===== src/rtl/core_run_ctrl_pkg.sv =====
// Shared types for the core run controller: FSM states, run outcome
// encoding and the tohost value that signals a passing program.
package core_run_ctrl_pkg;

    typedef enum logic [1:0] {
        ST_RESET = 2'd0,
        ST_RUN   = 2'd1,
        ST_DONE  = 2'd2
    } state_e;

    typedef enum logic [2:0] {
        EV_NONE    = 3'd0,
        EV_PASS    = 3'd1,
        EV_FAIL    = 3'd2,
        EV_HANG    = 3'd3,
        EV_TIMEOUT = 3'd4
    } event_e;

    localparam int unsigned TOHOST_PASS = 1;

    // tohost outranks hang, hang outranks timeout
    function automatic event_e pick_event(
        input logic tohost,
        input logic is_pass,
        input logic hang,
        input logic tmo
    );
        if (tohost) return is_pass ? EV_PASS : EV_FAIL;
        if (hang)   return EV_HANG;
        if (tmo)    return EV_TIMEOUT;
        return EV_NONE;
    endfunction

endpackage


===== src/rtl/run_ctrl_sat_counter.sv =====
// Up-counter with synchronous clear and count enable that holds at
// all-ones instead of wrapping.
module run_ctrl_sat_counter #(
    parameter int W = 32
) (
    input  logic         clk_i,
    input  logic         rst_i,
    input  logic         clr_i,
    input  logic         en_i,
    output logic [W-1:0] q_o
);

    logic [W-1:0] cnt_q;
    logic [W-1:0] cnt_d;

    always_comb begin
        cnt_d = cnt_q;
        if (clr_i) begin
            cnt_d = '0;
        end else if (en_i && (cnt_q != '1)) begin
            cnt_d = cnt_q + W'(1);
        end
    end

    always_ff @(posedge clk_i or posedge rst_i) begin
        if (rst_i) begin
            cnt_q <= '0;
        end else begin
            cnt_q <= cnt_d;
        end
    end

    assign q_o = cnt_q;

endmodule


===== src/rtl/core_run_ctrl.sv =====
// Core run controller: sequences core reset, runs it, and reports the outcome.
// Define CORE_RUN_CTRL_TRACE_EN for simulation tracing and auto-$finish.
module core_run_ctrl #(
    parameter int                ADDR_W      = 32,
    parameter int                DATA_W      = 32,
    parameter int                CNT_W       = 32,
    parameter int                RST_CYCLES  = 2,
    parameter int                MAX_CYCLES  = 1000,
    parameter int                STALL_LIMIT = 8,
    parameter logic [ADDR_W-1:0] TOHOST_ADDR = 32'h0000_0040
) (
    input  logic              clk,
    input  logic              rst,
    output logic              core_rst_n,
    input  logic              mem_we,
    input  logic [ADDR_W-1:0] mem_addr,
    input  logic [DATA_W-1:0] mem_wdata,
    input  logic [ADDR_W-1:0] pc,
    output logic              done,
    output logic              pass,
    output logic              fail,
    output logic              hang,
    output logic              timeout,
    output logic [DATA_W-2:0] fail_code,
    output logic [CNT_W-1:0]  cycle_count
);

    import core_run_ctrl_pkg::*;

    localparam logic [CNT_W-1:0] RST_LAST = CNT_W'(RST_CYCLES - 1);
    localparam logic [CNT_W-1:0] RUN_LAST = CNT_W'(MAX_CYCLES - 1);
    localparam logic [CNT_W-1:0] STALL_LAST =
        CNT_W'(STALL_LIMIT > 0 ? STALL_LIMIT - 1 : 0);
    localparam logic [DATA_W-1:0] PASS_VAL = DATA_W'(TOHOST_PASS);

    state_e            state_q;
    logic              core_rst_n_q;
    logic              done_q;
    logic              pass_q;
    logic              fail_q;
    logic              hang_q;
    logic              timeout_q;
    logic [DATA_W-2:0] fail_code_q;
    logic [ADDR_W-1:0] prev_pc_q;

    logic [CNT_W-1:0]  rst_cnt;
    logic [CNT_W-1:0]  cyc_cnt;
    logic [CNT_W-1:0]  stall_cnt;

    logic   in_reset;
    logic   in_run;
    logic   tohost;
    logic   stalled;
    logic   hang_hit;
    logic   tmo_hit;
    event_e evt;

    assign in_reset = (state_q == ST_RESET);
    assign in_run   = (state_q == ST_RUN);

    assign tohost = in_run && mem_we && (mem_addr == TOHOST_ADDR)
                    && (mem_wdata != '0);

    // a zero cycle count marks the first RUN cycle, which has no prior PC
    assign stalled = in_run && (cyc_cnt != '0) && (pc == prev_pc_q);

    assign hang_hit = (STALL_LIMIT != 0) && stalled
                      && (stall_cnt == STALL_LAST);
    assign tmo_hit  = in_run && (cyc_cnt == RUN_LAST);

    assign evt = pick_event(tohost, mem_wdata == PASS_VAL, hang_hit, tmo_hit);

    run_ctrl_sat_counter #(.W(CNT_W)) u_rst_cnt (
        .clk_i (clk),
        .rst_i (rst),
        .clr_i (!in_reset),
        .en_i  (in_reset),
        .q_o   (rst_cnt)
    );

    run_ctrl_sat_counter #(.W(CNT_W)) u_cyc_cnt (
        .clk_i (clk),
        .rst_i (rst),
        .clr_i (in_reset),
        .en_i  (in_run && (evt == EV_NONE)),
        .q_o   (cyc_cnt)
    );

    run_ctrl_sat_counter #(.W(CNT_W)) u_stall_cnt (
        .clk_i (clk),
        .rst_i (rst),
        .clr_i (!stalled),
        .en_i  (stalled),
        .q_o   (stall_cnt)
    );

    always_ff @(posedge clk or posedge rst) begin
        if (rst) begin
            state_q      <= ST_RESET;
            core_rst_n_q <= 1'b0;
            done_q       <= 1'b0;
            pass_q       <= 1'b0;
            fail_q       <= 1'b0;
            hang_q       <= 1'b0;
            timeout_q    <= 1'b0;
            fail_code_q  <= '0;
            prev_pc_q    <= '0;
        end else begin
            unique case (state_q)
                ST_RESET: begin
                    if (rst_cnt == RST_LAST) begin
                        state_q      <= ST_RUN;
                        core_rst_n_q <= 1'b1;
                    end
                end
                ST_RUN: begin
                    prev_pc_q <= pc;
                    if (evt != EV_NONE) begin
                        state_q      <= ST_DONE;
                        core_rst_n_q <= 1'b0;
                        done_q       <= 1'b1;
                        pass_q       <= (evt == EV_PASS);
                        fail_q       <= (evt == EV_FAIL);
                        hang_q       <= (evt == EV_HANG);
                        timeout_q    <= (evt == EV_TIMEOUT);
                        if (evt == EV_FAIL) begin
                            fail_code_q <= mem_wdata[DATA_W-1:1];
                        end
                    end
                end
                ST_DONE: begin
                    state_q <= ST_DONE;
                end
                default: begin
                    state_q <= ST_RESET;
                end
            endcase
        end
    end

    assign core_rst_n  = core_rst_n_q;
    assign done        = done_q;
    assign pass        = pass_q;
    assign fail        = fail_q;
    assign hang        = hang_q;
    assign timeout     = timeout_q;
    assign fail_code   = fail_code_q;
    assign cycle_count = cyc_cnt;

`ifdef CORE_RUN_CTRL_TRACE_EN
    logic       fin_arm_q;
    logic [1:0] fin_cnt_q;

    always_ff @(posedge clk or posedge rst) begin
        if (rst) begin
            fin_arm_q <= 1'b0;
            fin_cnt_q <= '0;
        end else begin
            if (tohost) begin
                $display("core_run_ctrl: tohost addr=%h data=%h cycle=%0d",
                         mem_addr, mem_wdata, cyc_cnt);
            end
            if (in_run && (evt != EV_NONE)) begin
                $display("core_run_ctrl: done status=%s cycle=%0d",
                         evt.name(), cyc_cnt);
                fin_arm_q <= 1'b1;
                fin_cnt_q <= '0;
            end else if (fin_arm_q) begin
                if (fin_cnt_q == 2'd1) begin
                    $finish;
                end
                fin_cnt_q <= fin_cnt_q + 2'd1;
            end
        end
    end
`else
    // status is observable on the output ports only
`endif

endmodule


===== config.mk =====
export PLATFORM = sky130hd
export DESIGN_NAME = core_run_ctrl
export DESIGN_NICKNAME = d
export VERILOG_FILES = /design/src/rtl/core_run_ctrl_pkg.sv /design/src/rtl/run_ctrl_sat_counter.sv /design/src/rtl/core_run_ctrl.sv
export SDC_FILE = /design/constraint.sdc
export NUM_CORES = 1
export LEC_CHECK = 0
export ABC_CLOCK_PERIOD_IN_PS = 5900
export CAP_MARGIN = 30
export CORE_MARGIN = 2
export CORE_UTILIZATION = 35
export CTS_BUF_LIST = sky130_fd_sc_hd__clkbuf_8
export DETAILED_ROUTE_END_ITERATION = 6
export GPL_ROUTABILITY_DRIVEN = 1
export GPL_TIMING_DRIVEN = 1
export PLACE_DENSITY = 0.63
export RECOVER_POWER = 25
export SLEW_MARGIN = 20
export SYNTH_ARGS = -nofsm -noshare
export SYNTH_HDL_FRONTEND = slang
export SYNTH_SLANG_ARGS = --single-unit

===== constraint.sdc =====
create_clock -name clk -period 5.9 [get_ports clk]
set_input_delay 1.18 -clock clk [delete_from_list [all_inputs] [get_ports clk]]
set_output_delay 1.18 -clock clk [all_outputs]
set_load 0.01 [all_outputs]

# --- Word level (Yosys, flattened, before mapping) ---
# Cells that the tools add are included.
classes:
  multipliers: 0
  n_shift: 0
  n_addsub: 3
  n_eq_ne: 19
  muxes: 25
  n_div: 0
  bitwise: 0
  order_cmp: 0
  reduce_logical: 22
op_table:
  columns: ["operator", "n"]
  rows:
  - ["32-bit 2-to-1 mux", 6]
  - ["32-bit by 1-bit adder with 32-bit output (second input constant)", 3]
  - ["32-bit inequality test (second input constant)", 3]
  - ["32-bit by 1-bit equality test with 1-bit output (second input constant)", 2]
  - ["32-bit nonzero test", 2]
  - ["32-bit by 10-bit equality test with 1-bit output (second input constant)", 1]
  - ["32-bit by 3-bit equality test with 1-bit output (second input constant)", 1]
  - ["32-bit equality test", 1]
  - ["32-bit by 7-bit equality test with 1-bit output (second input constant)", 1]
  - ["3-bit 2-to-1 mux", 6]
  - ["1-bit logical AND", 11]
  - ["1-bit 2-to-1 mux", 8]
  - ["3-bit by 2-bit equality test with 1-bit output (second input constant)", 2]
  - ["2-bit 2-to-1 mux", 3]
  - ["2-bit inequality test (second input constant)", 3]
  - ["2-bit one-hot mux with 3 select lines", 1]
  - ["3-bit AND reduction", 2]
  - ["2-bit AND reduction", 2]
  - ["2-bit nonzero test", 2]
  - ["3-bit by 1-bit equality test with 1-bit output (second input constant)", 1]
  - ["3-bit equality test (second input constant)", 1]
  - ["3-bit logical NOT", 1]
  - ["3-bit nonzero test", 1]
  - ["2-bit by 1-bit equality test with 1-bit output (second input constant)", 1]
  - ["4 further kinds", 4]
totals:
  out_inout_bits: 69
  ram_bits: 0
  regBits: 167
  rom_bits: 0
  latchBits: 0
  mem_count: 0
  input_bits: 99
  word_cells: 81

# --- Longest topological paths before layout ---
# Gate-level depths: netlist (run 1).
depth:
  depth_word: 16
  ltp_mapped: 12
  ltp_nobuf: 9

# --- By module ---
# A second synthesis (run 1) with hierarchy kept.
unflattened:
  hier_cells: 849
  hier_area_um2: 8775.9
by_module_without_submodules:
  columns: ["mod", "cells_per_inst", "area_per_inst_um2", "seq_area_each_um2", "instances"]
  rows:
  - ["run_ctrl_sat_counter", 186, 1740.4, 800.8, 3]
  - ["core_run_ctrl", 291, 3554.7, 1776.7, 1]

# --- Worst setup path after synthesis (run 1) ---
# Ideal clock, no wire load.
synth_path:
  path_kind: "input port to flip-flop"
  startpoint: "input mem_addr[22]"
  endpoint: "register u_cyc_cnt.cnt_q[17] (netlist: u_cyc_cnt.q_o[17])"
  slack_ns: 2.691
  setup_time_ns: 0.125
  n_path_buf: 1
  arrival_ns: 3.084
  t_required_ns: 5.775
  cell_stages: 8
  path_cell_list: "or4_1 > or4_1 > nor4_4 > nand2b_2 > nand4_4 > buf_6 > nor2_1 > mux2_4"
synth_between:
  elab_chain_cells: 9
synth_rtl:
  columns: ["element", "line", "text"]
  rows:
  - ["start, declared", "core_run_ctrl.sv:16", "input logic [ADDR_W-1:0] mem_addr,"]
  - ["32-bit by 7-bit equality test with 1-bit output", "core_run_ctrl.sv:61", "assign tohost = in_run && mem_we && (mem_addr == TOHOST_ADDR)"]
  - ["1-bit logical AND", "core_run_ctrl.sv:61", null]
  - ["1-bit logical AND", "core_run_ctrl.sv:62", "&& (mem_wdata != '0);"]
  - ["1-bit 2-to-1 mux", "core_run_ctrl_pkg.sv:28", "if (tohost) return is_pass ? EV_PASS : EV_FAIL;"]
  - ["3-bit 2-to-1 mux", "core_run_ctrl_pkg.sv:29", "if (hang) return EV_HANG;"]
  - ["3-bit logical NOT", "core_run_ctrl.sv:85", ".en_i (in_run && (evt == EV_NONE)),"]
  - ["1-bit logical AND", "core_run_ctrl.sv:85", null]
  - ["1-bit logical AND", "run_ctrl_sat_counter.sv:20", "end else if (en_i && (cnt_q != '1)) begin"]
  - ["2-bit nonzero test (no source line)", null, null]
  - ["end signal, assigned", "run_ctrl_sat_counter.sv:29", "cnt_q <= cnt_d;"]
  - ["end, declared", "run_ctrl_sat_counter.sv:13", "logic [W-1:0] cnt_q;"]
# No other way between the ends.
# A chain may end at the register's enable or synchronous reset.

# --- Worst setup path after layout (run 1) ---
layout_path:
  startpoint: "input mem_wdata[21]"
  endpoint: "register u_cyc_cnt.cnt_q[22] (netlist: u_cyc_cnt.q_o[22])"
layout_between:
  elab_chain_cells: 12
  word_cells_on_any_way: 15
  classes_between: "eq/ne (1); mux (8); reduce/logical (6)"
layout_rtl:
  columns: ["element", "line", "text"]
  rows:
  - ["start, declared", "core_run_ctrl.sv:17", "input logic [DATA_W-1:0] mem_wdata,"]
  - ["32-bit by 1-bit equality test with 1-bit output", "core_run_ctrl.sv:71", "assign evt = pick_event(tohost, mem_wdata == PASS_VAL, hang_hit, tmo_hit);"]
  - ["2-bit 2-to-1 mux", "core_run_ctrl_pkg.sv:28", null]
  - ["3-bit 2-to-1 mux", "core_run_ctrl_pkg.sv:28", null]
  - ["3-bit 2-to-1 mux", "core_run_ctrl_pkg.sv:29", null]
  - ["3-bit 2-to-1 mux", "core_run_ctrl_pkg.sv:30", "if (tmo) return EV_TIMEOUT;"]
  - ["3-bit 2-to-1 mux", "core_run_ctrl_pkg.sv:31", "return EV_NONE;"]
  - ["3-bit 2-to-1 mux", "core_run_ctrl_pkg.sv:30", null]
  - ["3-bit 2-to-1 mux (*)", "core_run_ctrl_pkg.sv:29", null]
  - ["3-bit logical NOT (*)", "core_run_ctrl.sv:85", null]
  - ["1-bit logical AND (*)", "core_run_ctrl.sv:85", null]
  - ["1-bit logical AND (*)", "run_ctrl_sat_counter.sv:20", null]
  - ["2-bit nonzero test (no source line) (*)", null, null]
# Every way passes the cells marked *; elsewhere a longest branch is shown, timed or not. The select of a mux whose other input is x is not followed.

==> results of run 1 <==
flip-flops by register name (all words and copies together), names as in the netlist, 2 cells and up:
register	flops
prev_pc_q	32
u_stall_cnt.q_o	32
fail_code	31
state_q	2
u_rst_cnt.q_o	32
u_cyc_cnt.q_o	32
placed cells by master (no fill, tap or decap), drive strengths merged, types with 6 or more instances in the layout:
cell,synthesis,final
ha,7,7
inv,23,26
clkbuf,17,20
dfrtp,167,167
mux2,69,69
or3,29,29
xor2,22,22
nor2b,6,6
nand4,57,57
nor2,56,56
nand3,35,35
and2,27,27
clkinv,0,6
or4,14,14
nor3,23,23
and4,11,11
nor4b,6,6
a21oi,32,32
xnor2,58,58
o21ai,34,34
clkdlybuf4s50,0,163
nand2,38,38
o31ai,11,11
nor4,46,46
and3,13,13
per-stage QoR:
| stage | instances | hold WS, ns | utilization | power (mW) |
|---|---|---|---|---|
| 6_report | 1344 | 0.490 | 0.457 | 2.21 |
| 5_1_grt | 1344 | 0.520 | 0.457 | 2.31 |
| 4_1_cts | 1341 | 0.495 | 0.456 | 2.24 |
| 3_5_place_dp | 1309 | 0.473 | 0.439 | 1.40 |
| 3_3_place_gp | 1309 | 0.458 | 0.439 | 1.39 |
| 2_1_floorplan | 840 | 0.458 | - | 1.28 |
worst max-delay path: stages:
cell and delay, ns:
clkdlybuf4s50_1 0.41, nor4_1 0.46, nand4_1 0.29, nor3_1 0.28
or4_1 0.27, nand3_2 0.53, nor4_1 0.47, mux2_2 0.37
logic make-up (layout without fill, tap and decap cells):
| group | count (synthesis) | count (layout) |
|---|---|---|
| and+or+nand+nor | 368 | 368 |
| DFF | 167 | 167 |
| AOI/OAI and AO/OA | 98 | 98 |
| xor gates and xnor gates | 80 | 80 |
| muxes | 71 | 71 |
| buffers and inverters | 49 | 229 |
| adders and majority gates | 7 | 7 |
area by class of cell:
cell class / count / area (um^2)
Fill cell: 2372 / 13200
Multi-Input combinational cell: 624 / 4320
Sequential cell: 167 / 4180
Timing Repair Buffer: 174 / 1750
Tap cell: 324 / 405
Clock buffer: 18 / 248
Clock inverter: 14 / 150
Inverter: 23 / 87.6
how the worst max path moves through the flow:
stage                        end  cells past startpoint  slack (ns)           from
2_1_floorplan         core_rst_n                      1        0.20            rst
3_3_place_gp   u_cyc_cnt.q_o[22]                      8        1.57  mem_wdata[21]
3_5_place_dp   u_cyc_cnt.q_o[22]                      8        1.44  mem_wdata[21]
4_1_cts        u_cyc_cnt.q_o[22]                      8        1.94  mem_wdata[21]
5_1_grt                     pass                      9        1.65     state_q[1]
6_report       u_cyc_cnt.q_o[22]                      8        1.97  mem_wdata[21]
layer usage:
| metal | vias to the layer above | part of all wire | GRT usage |
|---|---|---|---|
| li1 | 3432 | - | - |
| met1 | 3406 | 0.47 | 0.233 |
| met2 | 211 | 0.46 | 0.264 |
| met3 | 17 | 0.063 | 0.0411 |
| met4 | 0 | 0.011 | 0.0434 |
| met5 | - | 0 | 0 |
power by group through the flow:
stage                     Sequential, mW  Clock (mW)  Combinational, mW
after floorplan                     1.20           0             0.0729
after global placement              1.21           0              0.188
after detailed placement            1.21           0              0.190
after CTS                           1.18       0.867              0.191
after global routing                1.19       0.918              0.207
final                               1.18       0.840              0.188
==> run_results.csv, run 1 <==
group,metric,value,unit
timing,tightestPinTransition,2.07,ns
synthesis,synth_compound_area_frac,0.0686,
pwr,pwr-share-comb,0.085,
synthesis,yosys.area_share.xor_xnor,0.0805,
floorplan,die_y,162,um
synthesis,async_reset_ff_frac,1.00,
pwr,p_leak,4.43,nW
grt,grt_usage,0.168,
grt,grt_pass1_wl,35700,um
timing,fin_crit,3.93,ns
synthesis,synthCells,840,
floorplan,boundaryPins,168,
setup_path,start_kind,"input pin",
place,gp_congestion,0.803,
floorplan,fp.dieW,162,um
synthesis,yosysTopAreaCell,"dfrtp_1",
synthesis,synth_area,8700,um^2
clocking,hold_buffers,0,
route,wl_per_cell,15.9,um
clocking,tritoncts,"done",
setup_path,rr_endpoint,"pass",
synthesis,ys_seq_area_frac,0.480,
place,placed_cell_area,10700,um^2
route,first_pass_iters,4,
floorplan,start_util,0.357,
timing,fin_skew,0.0189,ns
setup_path,cp_max_fo,36,
synthesis,synth_top_family_by_area,"simple AND/OR/NAND/NOR gates",
cells_and_area,final_net_count,1113,
pwr,p_switching,0.549,mW
timing,setup_viol,0,
timing,rsz0062_at_grt,"no",
synthesis,synth.most_common_cell,"dfrtp_1",
hold_path,min_to,"done",
timing,worst_slack,1.97,ns
synthesis,ys_warn_count,0,
timing,relSlewSlack,-0.389,
route,vias_per_cell,5.26,
setup_path,worst_ep_required_time,6.24,ns
outcome,outcome,"finished with violations",
clocking,clockRootBuffer,"clkbuf_8",
grt,globalRoute.totalOverflow,0,
outcome,violations,"capacitance limit, slew limit",
cells_and_area,syn_to_final_growth,28.0,%
synthesis,synthFlopType,"dfrtp_1",
pwr,pwr-share-seq,0.535,
hold_path,hold_depth,1,
setup_path,rrSetupSlack,2.02,ns
grt,grt_max_degree,96,
synthesis,synth_simple_gate_area_frac,0.245,
synthesis,synth_top_area_share,0.480,
setup_path,reg2reg_from,"state_q[1]",
grt,antenna_found_initial,0,
route,drt_wl_total,21400,um
clocking,clk_pin_slew_worst_paths,0.09,ns
hold_path,min_from,"done",
clocking,cts_sinks,167,
cells_and_area,final_cell_area,11100,um^2
place,dp_hpwl,15400,um
setup_path,arrival,4.27,ns
clocking,cts_buffers,17,
timing,timing.setup.tns,0,ns
pwr,clkPwrFrac,0.380,
route,vias,7066,
clocking,post_cts_resized,0,
pwr,p_per_area,198,nW/um^2
floorplan,dieArea,26100,um^2
route,drc,0,
cells_and_area,antenna_cells,0,
timing,min_period_over_period,0.666,
grt,grt_pass1_vias,6930,
synthesis,synthAdderAreaFrac,0.0101,
synthesis,syn_avg_cell_area,10.4,um^2
pwr,internal_power,1.66,mW
clocking,h-tree-depth,4,
job,drv_cap,2,
floorplan,core_area,24400,um^2
clocking,clockBufferDepth,2,
timing,drv_slew,78,
route,drtIter0Drc,591,
floorplan,rows,57,
synthesis,syn-num-nets,946,
synthesis,muxShareOfSynthArea,0.0920,
synthesis,ys_top_cells_by_area,"dfrtp_1, mux2_2, xnor2_1",
timing,finalHoldViolations,0,
synthesis,ys_ff_latch,167,
pwr,peakVddDrop,0.108,mV
route,ant_nets,0,
hold_path,hp-class,"reg2reg",
synthesis,synthTopCellsByCount,"dfrtp_1, mux2_2, xnor2_1",
clocking,clk_latency,0.45,ns
clocking,post-cts-setup-buffer-count,0,
place,post-place-ws,1.44,ns
place,portBuffers,167,
pwr,power.share.switching,0.249,
timing,fmax,254,MHz
cells_and_area,drive_gt1_frac,0.114,
synthesis,ys_types,59,
setup_path,worst_setup_path_end_kind,"flop",
setup_path,critPathKind,"in2reg",
setup_path,rr_worst_depth,9,
synthesis,synth_edf_count,0,
(Power assumes the default switching activity.)
==> inputs of run 2 (changes only) <==
Settings changed: ABC_CLOCK_PERIOD_IN_PS 5900 to 3850, PLACE_DENSITY 0.63 to 0.61.
Clock period 5.9 ns to 3.85 ns, I/O delays scaled along.
==> run 2 against run 1 <==
Effect of this change:
- die area unchanged
- cell count up 0.30%
- non-clock buffer count up 4
- highest routed layer unchanged
- the flow now finishes without violations
- global-route usage up 0.26 points
- via count up 0.92%
- setup slack worse by 1.1 ns
- core utilization up 0.056 points
- count of clock-buffer cells in the layout unchanged
==> run_results.csv, run 2 (synthesis gave the netlist of run 1 again) <==
group,metric,value,unit
hold_path,min_to,"done",
setup_path,reg2reg_from,"state_q[1]",
setup_path,rr_worst_depth,8,
timing,drv_slew,0,
grt,grt_usage,0.170,
setup_path,worst_ep_required_time,4.19,ns
timing,finalHoldViolations,0,
grt,grt_pass1_vias,6902,
floorplan,dieArea,26100,um^2
grt,grt_max_degree,48,
timing,relSlewSlack,0.221,
floorplan,core_area,24400,um^2
pwr,p_leak,4.44,nW
floorplan,die_y,162,um
setup_path,startpoint,"mem_wdata[21]",
route,wl_per_cell,16.1,um
hold_path,hp-class,"reg2reg",
route,drt_wl_total,21700,um
job,drv_cap,0,
route,drc,0,
pwr,peakVddDrop,0.191,mV
place,dp_hpwl,15800,um
clocking,clk_pin_slew_worst_paths,0.09,ns
clocking,hold_buffers,0,
route,first_pass_iters,7,
setup_path,start_kind,"input pin",
setup_path,rrSetupSlack,1.01,ns
clocking,cts_buffers,17,
clocking,tritoncts,"done",
timing,setup_viol,0,
clocking,clockRootBuffer,"clkbuf_8",
cells_and_area,syn_to_final_growth,28.2,%
grt,globalRoute.totalOverflow,0,
timing,fin_crit,3.01,ns
place,gp_congestion,0.812,
timing,fmax,333,MHz
cells_and_area,most-common-layout-cells,"dfrtp_1, clkdlybuf4s50_1, mux2_2",
pwr,p_per_area,301,nW/um^2
hold_path,min_from,"done",
cells_and_area,final_net_count,1117,
cells_and_area,antenna_cells,0,
clocking,post_cts_resized,0,
setup_path,rr_endpoint,"u_cyc_cnt.q_o[23]",
floorplan,start_util,0.357,
setup_path,critPathKind,"in2reg",
route,drtIter0Drc,375,
timing,tightestPinTransition,1.17,ns
clocking,clk_latency,0.46,ns
cells_and_area,postLayoutCoreUtil,0.457,
timing,fin_skew,0.0183,ns
route,vias,7131,
hold_path,hold_depth,1,
timing,min_period_over_period,0.781,
clocking,post-cts-setup-buffer-count,0,
floorplan,fp.dieW,162,um
route,ant_nets,0,
grt,antenna_found_initial,0,
setup_path,worst_setup_path_end_kind,"flop",
clocking,cts_sinks,167,
clocking,clockBufferDepth,2,
floorplan,boundaryPins,168,
grt,grt_pass1_wl,36100,um
cells_and_area,layout_commonest_cell,"dfrtp_1",
timing,timing.setup.tns,0,ns
floorplan,rows,57,
clocking,h-tree-depth,4,
place,portBuffers,167,
setup_path,cp_max_fo,36,
route,vias_per_cell,5.29,
cells_and_area,drive_gt1_frac,0.120,
outcome,outcome,"finished, final reports clean",
setup_path,arrival,3.35,ns
timing,rsz0062_at_grt,"no",
run 2: changes by cell type in the layout (fill, tap and decap cells not counted), moves of 3 or more:
cell             before  now
inv_6                 3    6
clkdlybuf4s50_1     163  166
buf_4                 3    7
dlygate4sd3_1         4    1
run 2: cell type report:
cell class	count	area, um^2
Sequential cell	167	4180
Clock inverter	14	138
Tap cell	324	405
Inverter	23	87.6
Multi-Input combinational cell	624	4330
Timing Repair Buffer	178	1770
Clock buffer	18	248
Fill cell	2378	13200
run 2: layer usage:
| layer | track usage | up-vias | wire length [um] |
|---|---|---|---|
| met5 | 0 | - | 0 |
| met4 | 0.0394 | 0 | 202 |
| met3 | 0.0460 | 15 | 1280 |
| met2 | 0.267 | 176 | 10000 |
| met1 | 0.237 | 3493 | 10200 |
| li1 | - | 3447 | - |
run 2: how the worst max path moves through the flow:
stage / slack [ns] / end / cells past startpoint
after floorplan: 0.95 / core_rst_n / 1
after global placement: 0.34 / u_cyc_cnt.q_o[9] / 9
after detailed placement: 0.25 / u_cyc_cnt.q_o[22] / 9
after CTS: 0.74 / u_cyc_cnt.q_o[22] / 9
after global routing: 0.70 / u_cyc_cnt.q_o[22] / 9
final: 0.84 / u_cyc_cnt.q_o[22] / 9
run 2: worst max-delay path, stage by stage:
cell and delay [ns]:
clkdlybuf4s50_1 0.42, nor4_1 0.41, nand4_1 0.27, nor3_1 0.29
or4_1 0.24, nand3_2 0.12, buf_12 0.18, nor4_1 0.26
mux2_2 0.37
run 2: through the flow:
stage / std cells / instance area, um^2 / worst slack [ns] / hold slack [ns] / total power [mW]
2_1_floorplan: 840 / 8710 / 0.953 / 0.458 / 1.96
3_3_place_gp: 1316 / 10800 / 0.340 / 0.460 / 2.14
3_5_place_dp: 1316 / 10800 / 0.246 / 0.461 / 2.15
4_1_cts: 1348 / 11200 / 0.744 / 0.488 / 3.42
5_1_grt: 1348 / 11200 / 0.696 / 0.497 / 3.52
6_report: 1348 / 11200 / 0.843 / 0.479 / 3.36
run 2: power breakdown:
part           switching [mW]  leakage [nW]  internal [mW]  total, mW
logic                   0.123          2.02          0.165      0.288
clock network           0.715         0.197          0.546       1.26
registers              0.0325          2.22           1.78       1.81
total                   0.871          4.44           2.49       3.36
